### src/rtl/cache_mem_arbiter_pkg.sv
// Shared types and constants for the cache/main-memory arbiter.
package cache_pkg;

  localparam int DATA_W      = 16;
  localparam int ADDR_W      = 16;
  localparam int BLOCK_WORDS = 8;
  localparam int MEM_LAT     = 4;
  localparam int WORD_IDX_W  = 3;
  localparam int BLOCK_OFF_W = 4;

  typedef enum logic [2:0] {
    ST_DRAIN,
    ST_IDLE,
    ST_FILL_I,
    ST_FILL_D,
    ST_WRITE
  } arb_state_t;

  // Which cache received the most recent grant.
  typedef enum logic {
    OWN_I = 1'b0,
    OWN_D = 1'b1
  } owner_t;

  // Align a byte address down to the start of its cache block.
  function automatic logic [ADDR_W-1:0] block_base(input logic [ADDR_W-1:0] addr);
    return {addr[ADDR_W-1:BLOCK_OFF_W], {BLOCK_OFF_W{1'b0}}};
  endfunction

endpackage

### src/rtl/cache_mem_arbiter_if.sv
// Cache-side request/fill signals and main-memory bus, bundled as one interface.
interface cache_mem_arbiter_if;
  import cache_pkg::*;

  logic              ic_miss_req;
  logic [ADDR_W-1:0] ic_miss_addr;
  logic              dc_miss_req;
  logic [ADDR_W-1:0] dc_miss_addr;
  logic              dc_wr_req;
  logic [ADDR_W-1:0] dc_wr_addr;
  logic [DATA_W-1:0] dc_wr_data;
  logic [DATA_W-1:0] mem_rdata;
  logic              mem_valid;

  logic              mem_en;
  logic              mem_wr;
  logic [ADDR_W-1:0] mem_addr;
  logic [DATA_W-1:0] mem_wdata;
  logic [DATA_W-1:0] fill_data;
  logic [WORD_IDX_W-1:0] fill_word;
  logic              ic_fill_we;
  logic              dc_fill_we;
  logic              ic_fill_done;
  logic              dc_fill_done;
  logic              dc_wr_ack;
  logic              busy;

  // Arbiter side.
  modport slave (
    input  ic_miss_req, ic_miss_addr, dc_miss_req, dc_miss_addr,
           dc_wr_req, dc_wr_addr, dc_wr_data, mem_rdata, mem_valid,
    output mem_en, mem_wr, mem_addr, mem_wdata, fill_data, fill_word,
           ic_fill_we, dc_fill_we, ic_fill_done, dc_fill_done, dc_wr_ack, busy
  );

  // Caches plus memory side.
  modport master (
    output ic_miss_req, ic_miss_addr, dc_miss_req, dc_miss_addr,
           dc_wr_req, dc_wr_addr, dc_wr_data, mem_rdata, mem_valid,
    input  mem_en, mem_wr, mem_addr, mem_wdata, fill_data, fill_word,
           ic_fill_we, dc_fill_we, ic_fill_done, dc_fill_done, dc_wr_ack, busy
  );
endinterface

### src/rtl/cache_mem_arbiter_fill_sequencer.sv
// Block-fill sequencer: issues 8 consecutive word reads and tracks returns.
module fill_sequencer
  import cache_pkg::*;
(
  input  logic                  clk,
  input  logic                  rst_n,
  input  logic                  i_start,
  input  logic                  i_active,
  input  logic                  i_mem_valid,
  input  logic [ADDR_W-1:0]     i_base,
  output logic                  o_issue,
  output logic [ADDR_W-1:0]     o_addr,
  output logic                  o_ret,
  output logic [WORD_IDX_W-1:0] o_word,
  output logic                  o_last
);

  // Extra MSB on the issue counter marks "all words issued".
  logic [WORD_IDX_W:0]   r_iss_cnt;
  logic [WORD_IDX_W-1:0] r_ret_cnt;

  // Issue and return counters, cleared at every grant.
  always_ff @(posedge clk) begin
    // NOTE: state is updated with <= so every flop samples pre-edge values, independent of block order.
    if (!rst_n || i_start) begin
      r_iss_cnt <= '0;
      r_ret_cnt <= '0;
    end else if (i_active) begin
      if (!r_iss_cnt[WORD_IDX_W]) r_iss_cnt <= r_iss_cnt + 1'b1;
      if (i_mem_valid)            r_ret_cnt <= r_ret_cnt + 1'b1;
    end
  end

  // Word offset comes straight from the counter, so the address never leaves the block.
  assign o_issue = i_active && !r_iss_cnt[WORD_IDX_W];
  assign o_addr  = {i_base[ADDR_W-1:BLOCK_OFF_W], r_iss_cnt[WORD_IDX_W-1:0], 1'b0};
  assign o_ret   = i_active && i_mem_valid;
  assign o_word  = r_ret_cnt;
  assign o_last  = o_ret && (r_ret_cnt == WORD_IDX_W'(BLOCK_WORDS - 1));

endmodule

### src/rtl/cache_mem_arbiter.sv
// Arbitrates main memory between I-cache fills, D-cache fills and D-cache stores.
module cache_mem_arbiter
  import cache_pkg::*;
(
  input  logic                clk,
  input  logic                rst_n,
  cache_mem_arbiter_if.slave  bus
);

  localparam int DRAIN_W = (MEM_LAT > 1) ? $clog2(MEM_LAT) : 1;

  arb_state_t        r_state, w_next;
  logic [DRAIN_W-1:0] r_drain_cnt;
  owner_t            r_last_own;
  logic [ADDR_W-1:0] r_base, r_wr_addr;
  logic [DATA_W-1:0] r_wr_data;

  logic                  w_start, w_fill_active;
  logic                  w_seq_issue, w_seq_ret, w_seq_last;
  logic [ADDR_W-1:0]     w_seq_addr;
  logic [WORD_IDX_W-1:0] w_seq_word;

  logic                  w_mem_en, w_mem_wr, w_ic_we, w_dc_we, w_ic_done, w_dc_done, w_ack, w_busy;
  logic [ADDR_W-1:0]     w_mem_addr;
  logic [DATA_W-1:0]     w_mem_wdata, w_fill_data;
  logic [WORD_IDX_W-1:0] w_fill_word;

  assign w_start       = (r_state == ST_IDLE) && (w_next != ST_IDLE);
  assign w_fill_active = (r_state == ST_FILL_I) || (r_state == ST_FILL_D);

  fill_sequencer u_seq (
    .clk         (clk),
    .rst_n       (rst_n),
    .i_start     (w_start),
    .i_active    (w_fill_active),
    .i_mem_valid (bus.mem_valid),
    .i_base      (r_base),
    .o_issue     (w_seq_issue),
    .o_addr      (w_seq_addr),
    .o_ret       (w_seq_ret),
    .o_word      (w_seq_word),
    .o_last      (w_seq_last)
  );

  // State register.
  always_ff @(posedge clk) begin
    if (!rst_n) r_state <= ST_DRAIN;
    else        r_state <= w_next;
  end

  // Drain timer and grant-time latches of address, data and owner.
  always_ff @(posedge clk) begin
    if (!rst_n) begin
      r_drain_cnt <= '0;
      r_last_own  <= OWN_I;
      r_base      <= '0;
      r_wr_addr   <= '0;
      r_wr_data   <= '0;
    end else begin
      r_drain_cnt <= (r_state == ST_DRAIN) ? r_drain_cnt + 1'b1 : '0;
      if (w_start) begin
        case (w_next)
          ST_FILL_I: begin r_base <= block_base(bus.ic_miss_addr); r_last_own <= OWN_I; end
          ST_FILL_D: begin r_base <= block_base(bus.dc_miss_addr); r_last_own <= OWN_D; end
          ST_WRITE:  begin
            r_wr_addr  <= bus.dc_wr_addr;
            r_wr_data  <= bus.dc_wr_data;
            r_last_own <= OWN_D;
          end
          default: ;
        endcase
      end
    end
  end

  // Next state: drain timeout, prioritised grant with I-side starvation guard, completion.
  always_comb begin
    // NOTE: default first so every path assigns w_next and no latch is inferred.
    w_next = r_state;
    case (r_state)
      ST_DRAIN:  if (r_drain_cnt == DRAIN_W'(MEM_LAT - 1)) w_next = ST_IDLE;
      ST_IDLE: begin
        if (bus.ic_miss_req && (r_last_own == OWN_D)) w_next = ST_FILL_I;
        else if (bus.dc_wr_req)                        w_next = ST_WRITE;
        else if (bus.dc_miss_req)                      w_next = ST_FILL_D;
        else if (bus.ic_miss_req)                      w_next = ST_FILL_I;
      end
      ST_FILL_I, ST_FILL_D: if (w_seq_last) w_next = ST_IDLE;
      ST_WRITE:  w_next = ST_IDLE;
      default:   w_next = ST_DRAIN;
    endcase
  end

  // Outputs; held at 0 while rst_n is low so a reset aborts a fill in the same cycle.
  always_comb begin
    w_mem_en    = 1'b0;
    w_mem_wr    = 1'b0;
    w_mem_addr  = '0;
    w_mem_wdata = '0;
    w_fill_data = '0;
    w_fill_word = '0;
    w_ic_we     = 1'b0;
    w_dc_we     = 1'b0;
    w_ic_done   = 1'b0;
    w_dc_done   = 1'b0;
    w_ack       = 1'b0;
    w_busy      = 1'b0;
    if (rst_n) begin
      w_busy = (r_state != ST_IDLE);
      case (r_state)
        ST_FILL_I, ST_FILL_D: begin
          w_mem_en   = w_seq_issue;
          w_mem_addr = w_seq_issue ? w_seq_addr : '0;
          if (w_seq_ret) begin
            w_fill_data = bus.mem_rdata;
            w_fill_word = w_seq_word;
          end
          if (r_state == ST_FILL_I) begin
            w_ic_we   = w_seq_ret;
            w_ic_done = w_seq_last;
          end else begin
            w_dc_we   = w_seq_ret;
            w_dc_done = w_seq_last;
          end
        end
        ST_WRITE: begin
          w_mem_en    = 1'b1;
          w_mem_wr    = 1'b1;
          w_mem_addr  = r_wr_addr;
          w_mem_wdata = r_wr_data;
          w_ack       = 1'b1;
        end
        default: ;
      endcase
    end
  end

  assign bus.mem_en       = w_mem_en;
  assign bus.mem_wr       = w_mem_wr;
  assign bus.mem_addr     = w_mem_addr;
  assign bus.mem_wdata    = w_mem_wdata;
  assign bus.fill_data    = w_fill_data;
  assign bus.fill_word    = w_fill_word;
  assign bus.ic_fill_we   = w_ic_we;
  assign bus.dc_fill_we   = w_dc_we;
  assign bus.ic_fill_done = w_ic_done;
  assign bus.dc_fill_done = w_dc_done;
  assign bus.dc_wr_ack    = w_ack;
  assign bus.busy         = w_busy;

endmodule

### src/flat_wrapper.sv
// flat-port wrapper written by rule: the top's interface ports become plain ports
module cache_mem_arbiter_flat import cache_pkg::*;
  (clk, rst_n, bus_ic_miss_req, bus_ic_miss_addr, bus_dc_miss_req, bus_dc_miss_addr, bus_dc_wr_req, bus_dc_wr_addr, bus_dc_wr_data, bus_mem_rdata, bus_mem_valid, bus_mem_en, bus_mem_wr, bus_mem_addr, bus_mem_wdata, bus_fill_data, bus_fill_word, bus_ic_fill_we, bus_dc_fill_we, bus_ic_fill_done, bus_dc_fill_done, bus_dc_wr_ack, bus_busy);
  cache_mem_arbiter_if bus_i ();
  input  logic clk;
  input  logic rst_n;
  input wire logic [$bits(bus_i.ic_miss_req)-1:0] bus_ic_miss_req;
  input wire logic [$bits(bus_i.ic_miss_addr)-1:0] bus_ic_miss_addr;
  input wire logic [$bits(bus_i.dc_miss_req)-1:0] bus_dc_miss_req;
  input wire logic [$bits(bus_i.dc_miss_addr)-1:0] bus_dc_miss_addr;
  input wire logic [$bits(bus_i.dc_wr_req)-1:0] bus_dc_wr_req;
  input wire logic [$bits(bus_i.dc_wr_addr)-1:0] bus_dc_wr_addr;
  input wire logic [$bits(bus_i.dc_wr_data)-1:0] bus_dc_wr_data;
  input wire logic [$bits(bus_i.mem_rdata)-1:0] bus_mem_rdata;
  input wire logic [$bits(bus_i.mem_valid)-1:0] bus_mem_valid;
  output wire logic [$bits(bus_i.mem_en)-1:0] bus_mem_en;
  output wire logic [$bits(bus_i.mem_wr)-1:0] bus_mem_wr;
  output wire logic [$bits(bus_i.mem_addr)-1:0] bus_mem_addr;
  output wire logic [$bits(bus_i.mem_wdata)-1:0] bus_mem_wdata;
  output wire logic [$bits(bus_i.fill_data)-1:0] bus_fill_data;
  output wire logic [$bits(bus_i.fill_word)-1:0] bus_fill_word;
  output wire logic [$bits(bus_i.ic_fill_we)-1:0] bus_ic_fill_we;
  output wire logic [$bits(bus_i.dc_fill_we)-1:0] bus_dc_fill_we;
  output wire logic [$bits(bus_i.ic_fill_done)-1:0] bus_ic_fill_done;
  output wire logic [$bits(bus_i.dc_fill_done)-1:0] bus_dc_fill_done;
  output wire logic [$bits(bus_i.dc_wr_ack)-1:0] bus_dc_wr_ack;
  output wire logic [$bits(bus_i.busy)-1:0] bus_busy;
  assign bus_i.ic_miss_req = bus_ic_miss_req;
  assign bus_i.ic_miss_addr = bus_ic_miss_addr;
  assign bus_i.dc_miss_req = bus_dc_miss_req;
  assign bus_i.dc_miss_addr = bus_dc_miss_addr;
  assign bus_i.dc_wr_req = bus_dc_wr_req;
  assign bus_i.dc_wr_addr = bus_dc_wr_addr;
  assign bus_i.dc_wr_data = bus_dc_wr_data;
  assign bus_i.mem_rdata = bus_mem_rdata;
  assign bus_i.mem_valid = bus_mem_valid;
  assign bus_mem_en = bus_i.mem_en;
  assign bus_mem_wr = bus_i.mem_wr;
  assign bus_mem_addr = bus_i.mem_addr;
  assign bus_mem_wdata = bus_i.mem_wdata;
  assign bus_fill_data = bus_i.fill_data;
  assign bus_fill_word = bus_i.fill_word;
  assign bus_ic_fill_we = bus_i.ic_fill_we;
  assign bus_dc_fill_we = bus_i.dc_fill_we;
  assign bus_ic_fill_done = bus_i.ic_fill_done;
  assign bus_dc_fill_done = bus_i.dc_fill_done;
  assign bus_dc_wr_ack = bus_i.dc_wr_ack;
  assign bus_busy = bus_i.busy;
  cache_mem_arbiter u_core (.clk(clk), .rst_n(rst_n), .bus(bus_i));
endmodule
### config.mk
export PLATFORM = sky130hd
export DESIGN_NAME = cache_mem_arbiter_flat
export DESIGN_NICKNAME = d
export VERILOG_FILES = /design/src/rtl/cache_mem_arbiter_pkg.sv /design/src/rtl/cache_mem_arbiter_if.sv /design/src/rtl/cache_mem_arbiter_fill_sequencer.sv /design/src/rtl/cache_mem_arbiter.sv /design/src/flat_wrapper.sv
export SDC_FILE = /design/constraint.sdc
export NUM_CORES = 1
export LEC_CHECK = 0
export BUFFER_PORTS_ARGS = -buffer_cell sky130_fd_sc_hd__buf_2
export CORE_MARGIN = 1
export CORE_UTILIZATION = 47
export DETAILED_ROUTE_END_ITERATION = 6
export GPL_TIMING_DRIVEN = 0
export PLACE_DENSITY = 0.93
export SLEW_MARGIN = 0
export SYNTH_ARGS = -nofsm -noshare
export SYNTH_HDL_FRONTEND = slang
export SYNTH_SLANG_ARGS = --single-unit
### constraint.sdc
create_clock -name clk -period 2.2 [get_ports clk]
set_input_delay 0.11 -clock clk [delete_from_list [all_inputs] [get_ports clk]]
set_output_delay 0.11 -clock clk [all_outputs]
set_load 0.02 [all_outputs]
==> impl_metrics.tcl <==
set metrics [dict create \
    initial_utilization 0.499 \
    syn_inst 370 \
    pwr-share-clk 0.417 \
    crit_fanout 10 \
    p_sw_uw 597 \
    synth_edf_count 0 \
    skew_ns 0.00763 \
    multiInputGateArea_sq_mm 0.00166 \
    hp-start "bus_dc_wr_addr[12]" \
    cp.arrival_ns 1.98 \
    cts-hold-fix-buffers 0 \
    synthesis.area_sq_mm 0.00304 \
    end_kind "primary output" \
    vias 3071 \
    p_seq_frac 0.448 \
    clk_pin_slew_ns 0.07 \
    wl_per_cell_um 13.5 \
    ys_seq_area_frac 0.375 \
    cts_sinks 57 \
    setup_violations 0 \
    hold_path_depth 3 \
    reg2reg_slack_ns 0.34 \
    hold_class "primary input to flip-flop" \
    synth_cell_types 50 \
    period_share 0.948 \
    p_int_mw 1.83 \
    yosys.area_share.xor_xnor 0.00864 \
    grtUsageTotal 0.252 \
    comb_power_share 0.135 \
    cp_cell_sequence "and2b_4 > nand2_2 > nor2_2 > clkbuf_2 > and2_1 > buf_2" \
    grt-ovfl-total 0 \
    layout_common_cells "buf_2 (143), nand2_1 (70), dfxtp_1 (57)" \
    mostFrequentLayoutCell "buf_2" \
    worstHoldEndpoint "u_core.r_wr_addr[12]" \
    crit_family "simple AND/OR/NAND/NOR gates" \
    critPathLaunchType "flip-flop" \
    fp.coreArea_sq_mm 0.00610 \
    num_rows 28 \
    place_area_sq_mm 0.00381 \
    yosys_most_used_dff "dfxtp_1" \
    ff2ff_path_depth 7 \
    grt_pass1_vias 2923 \
    filler_cell_count 513 \
    critPathSlowestCell "dfxtp_1" \
    nNetsFinal 605 \
    critical-path-max-stage-delay_ns 0.58 \
    critPathBufInv 2 \
    drt_iter0_markers 120 \
    synth_compound_area_frac 0.239 \
    status "completed" \
    grt_pass1_wl_mm 12.9 \
    async_flop_share 0 \
    post_cts_resized 0 \
    period_minus_slack_ns 2.09 \
    die_x_um 82.4 \
    clockBufferDepth 2 \
    synth-simple-area-share 0.279 \
    maxCapViolCount 0 \
    slew_viol_final 0 \
    num_antenna_cells 0 \
    syn_area_per_cell_sq_um 8.22 \
    ir_drop_mv 0.341 \
    cts_max_level 3 \
    area_growth_pct 32.0 \
    worst_pin_slew_ns 0.563 \
    max_slew_margin 0.625 \
    drc 0 \
    rsz0062_at_grt "false" \
    seqCellArea_sq_mm 0.00114 \
    r2r_start "u_core.u_seq.o_word[0]" \
    clock-root-buffer "clkbuf_8" \
    leakage_nw 1.78 \
    synth_mux_area_frac 0.00329 \
    cts_made_buffers 9 \
    synth_top_family_by_area "simple AND/OR/NAND/NOR gates" \
    vias_per_cell 5.16 \
    postCtsSetupRepairBufs 0 \
    clock.fmax_mhz 479 \
    ys_warn_count 0 \
    r2r_end "u_core.r_base[11]" \
    swShare 0.246 \
    antenna_left 0 \
    fin_tns_setup_ns 0 \
    finalHoldViolations 0 \
    hpwl_mm 6.27 \
    drtPass1Iterations 4 \
    grt_max_degree 12 \
    io_buffers 135 \
    finalInstanceArea_sq_mm 0.00402 \
    drive_above_1_share 0.408 \
    synth_fa_ha_area_frac 0.0165 \
    crit_required_ns 2.09 \
    chipHeight_um 82.4 \
    totalWireLength_mm 8.03 \
    clk_latency_ns 0.33 \
    synth.net_count 460 \
    synth-seq-cells 57 \
    antenna_found_initial 0 \
    die_area_sq_mm 0.00680 \
    gp_congestion 0.900 \
    crit_type "flip-flop to primary output" \
    ioPinCount 145 \
    cts_tree "done" \
    power_density_mw_per_mm2 603 \
]
[cells by family (layout without fill, tap and decap cells)]
kind of cell             count (synthesis)  in the layout
AO/OA/AOI/OAI                          101            101
XOR/XNOR                                 3              3
adder cells (fa/ha/maj)                  4              4
buffers and inverters                   35            185
flip-flops                              57             57
multiplexers                             1              1
AND/OR/NAND/NOR                        169            169
[through the flow]
step | total power, mW | setup WS, ns | utilization | cells | hold WS [ns]
floorplan | 1.31 | 0.437 | - | 370 | 0.228
finish | 2.42 | 0.114 | 0.659 | 595 | 0.0183
detailed placement | 1.43 | 0.378 | 0.625 | 580 | 0.359
global route | 2.54 | 0.00132 | 0.659 | 595 | 0.0204
global placement | 1.42 | 0.445 | 0.625 | 580 | 0.356
CTS | 2.44 | 0.0485 | 0.659 | 596 | 0.0139
[synthesized netlist by cell type, types with 3 or more instances]
cell	instances	area share
o21ai_1	10	0.016
buf_2	8	0.013
and2_1	38	0.078
a311oi_2	9	0.044
nor2_1	18	0.022
buf_4	8	0.020
clkbuf_1	6	0.0074
dfxtp_1	57	0.38
buf_6	6	0.022
nand2_1	70	0.086
a21oi_1	49	0.081
a22oi_1	15	0.037
nand3_1	14	0.023
a311oi_1	3	0.0086
and3_1	3	0.0062
ha_1	4	0.016
nor2_2	12	0.025
clkbuf_2	3	0.0049
[worst max path at each step]
stage                                    to  cells after the start              startpoint  slack [ns]
final                     bus_fill_data[13]                      6       u_core.r_state[1]        0.11
after global routing       bus_fill_data[7]                      6       u_core.r_state[1]       0.001
after CTS                  bus_mem_wdata[7]                      6       u_core.r_state[1]        0.05
after detailed placement  u_core.r_base[14]                      7  u_core.u_seq.o_word[0]        0.38
after global placement    u_core.r_base[11]                      7  u_core.u_seq.o_word[0]        0.44
after floorplan            bus_ic_fill_done                      4       u_core.r_state[1]        0.44
[worst reg2reg max path, cell delays in order (launching register included)]
cell and delay, ns:
dfxtp_1 0.34, ha_1 0.21, ha_1 0.25, a21oi_2 0.23, o32a_2 0.23, buf_6 0.14, nand3_1 0.11, a311oi_2 0.26
[routing by layer]
layer	up-vias	track usage	wire length [um]
li1	1563	-	-
met1	1379	0.295	3370
met2	117	0.446	4010
met3	12	0.0363	507
met4	0	0.121	141
met5	-	0	0
[final cells by class]
class / count / share of cell area
plain buffers: 31 / 0.0552
clock buffers: 14 / 0.0430
multi-input cells: 278 / 0.414
inverters: 3 / 0.00280
well taps: 75 / 0.0234
flip-flops and latches: 57 / 0.284
clock inverters: 2 / 0.00873
repair buffers: 135 / 0.168
[flip-flops by register name (all words and copies together) (netlist names)]
signal                  cells
u_core.r_wr_addr           16
u_core.r_last_own           1
u_core.u_seq.o_word         3
u_core.r_base              12
u_core.r_drain_cnt          2
u_core.r_wr_data           16
u_core.r_state              3
u_core.u_seq.r_iss_cnt      4
[power by group through the flow]
stage,sequential (mW),combinational [mW],clock [mW]
6_report,1.09,0.327,1.01
5_1_grt,1.09,0.367,1.09
3_5_place_dp,1.11,0.326,0
3_3_place_gp,1.11,0.313,0
2_1_floorplan,1.10,0.208,0
4_1_cts,1.09,0.328,1.02
No activity file was read; power rests on OpenSTA's default activity.
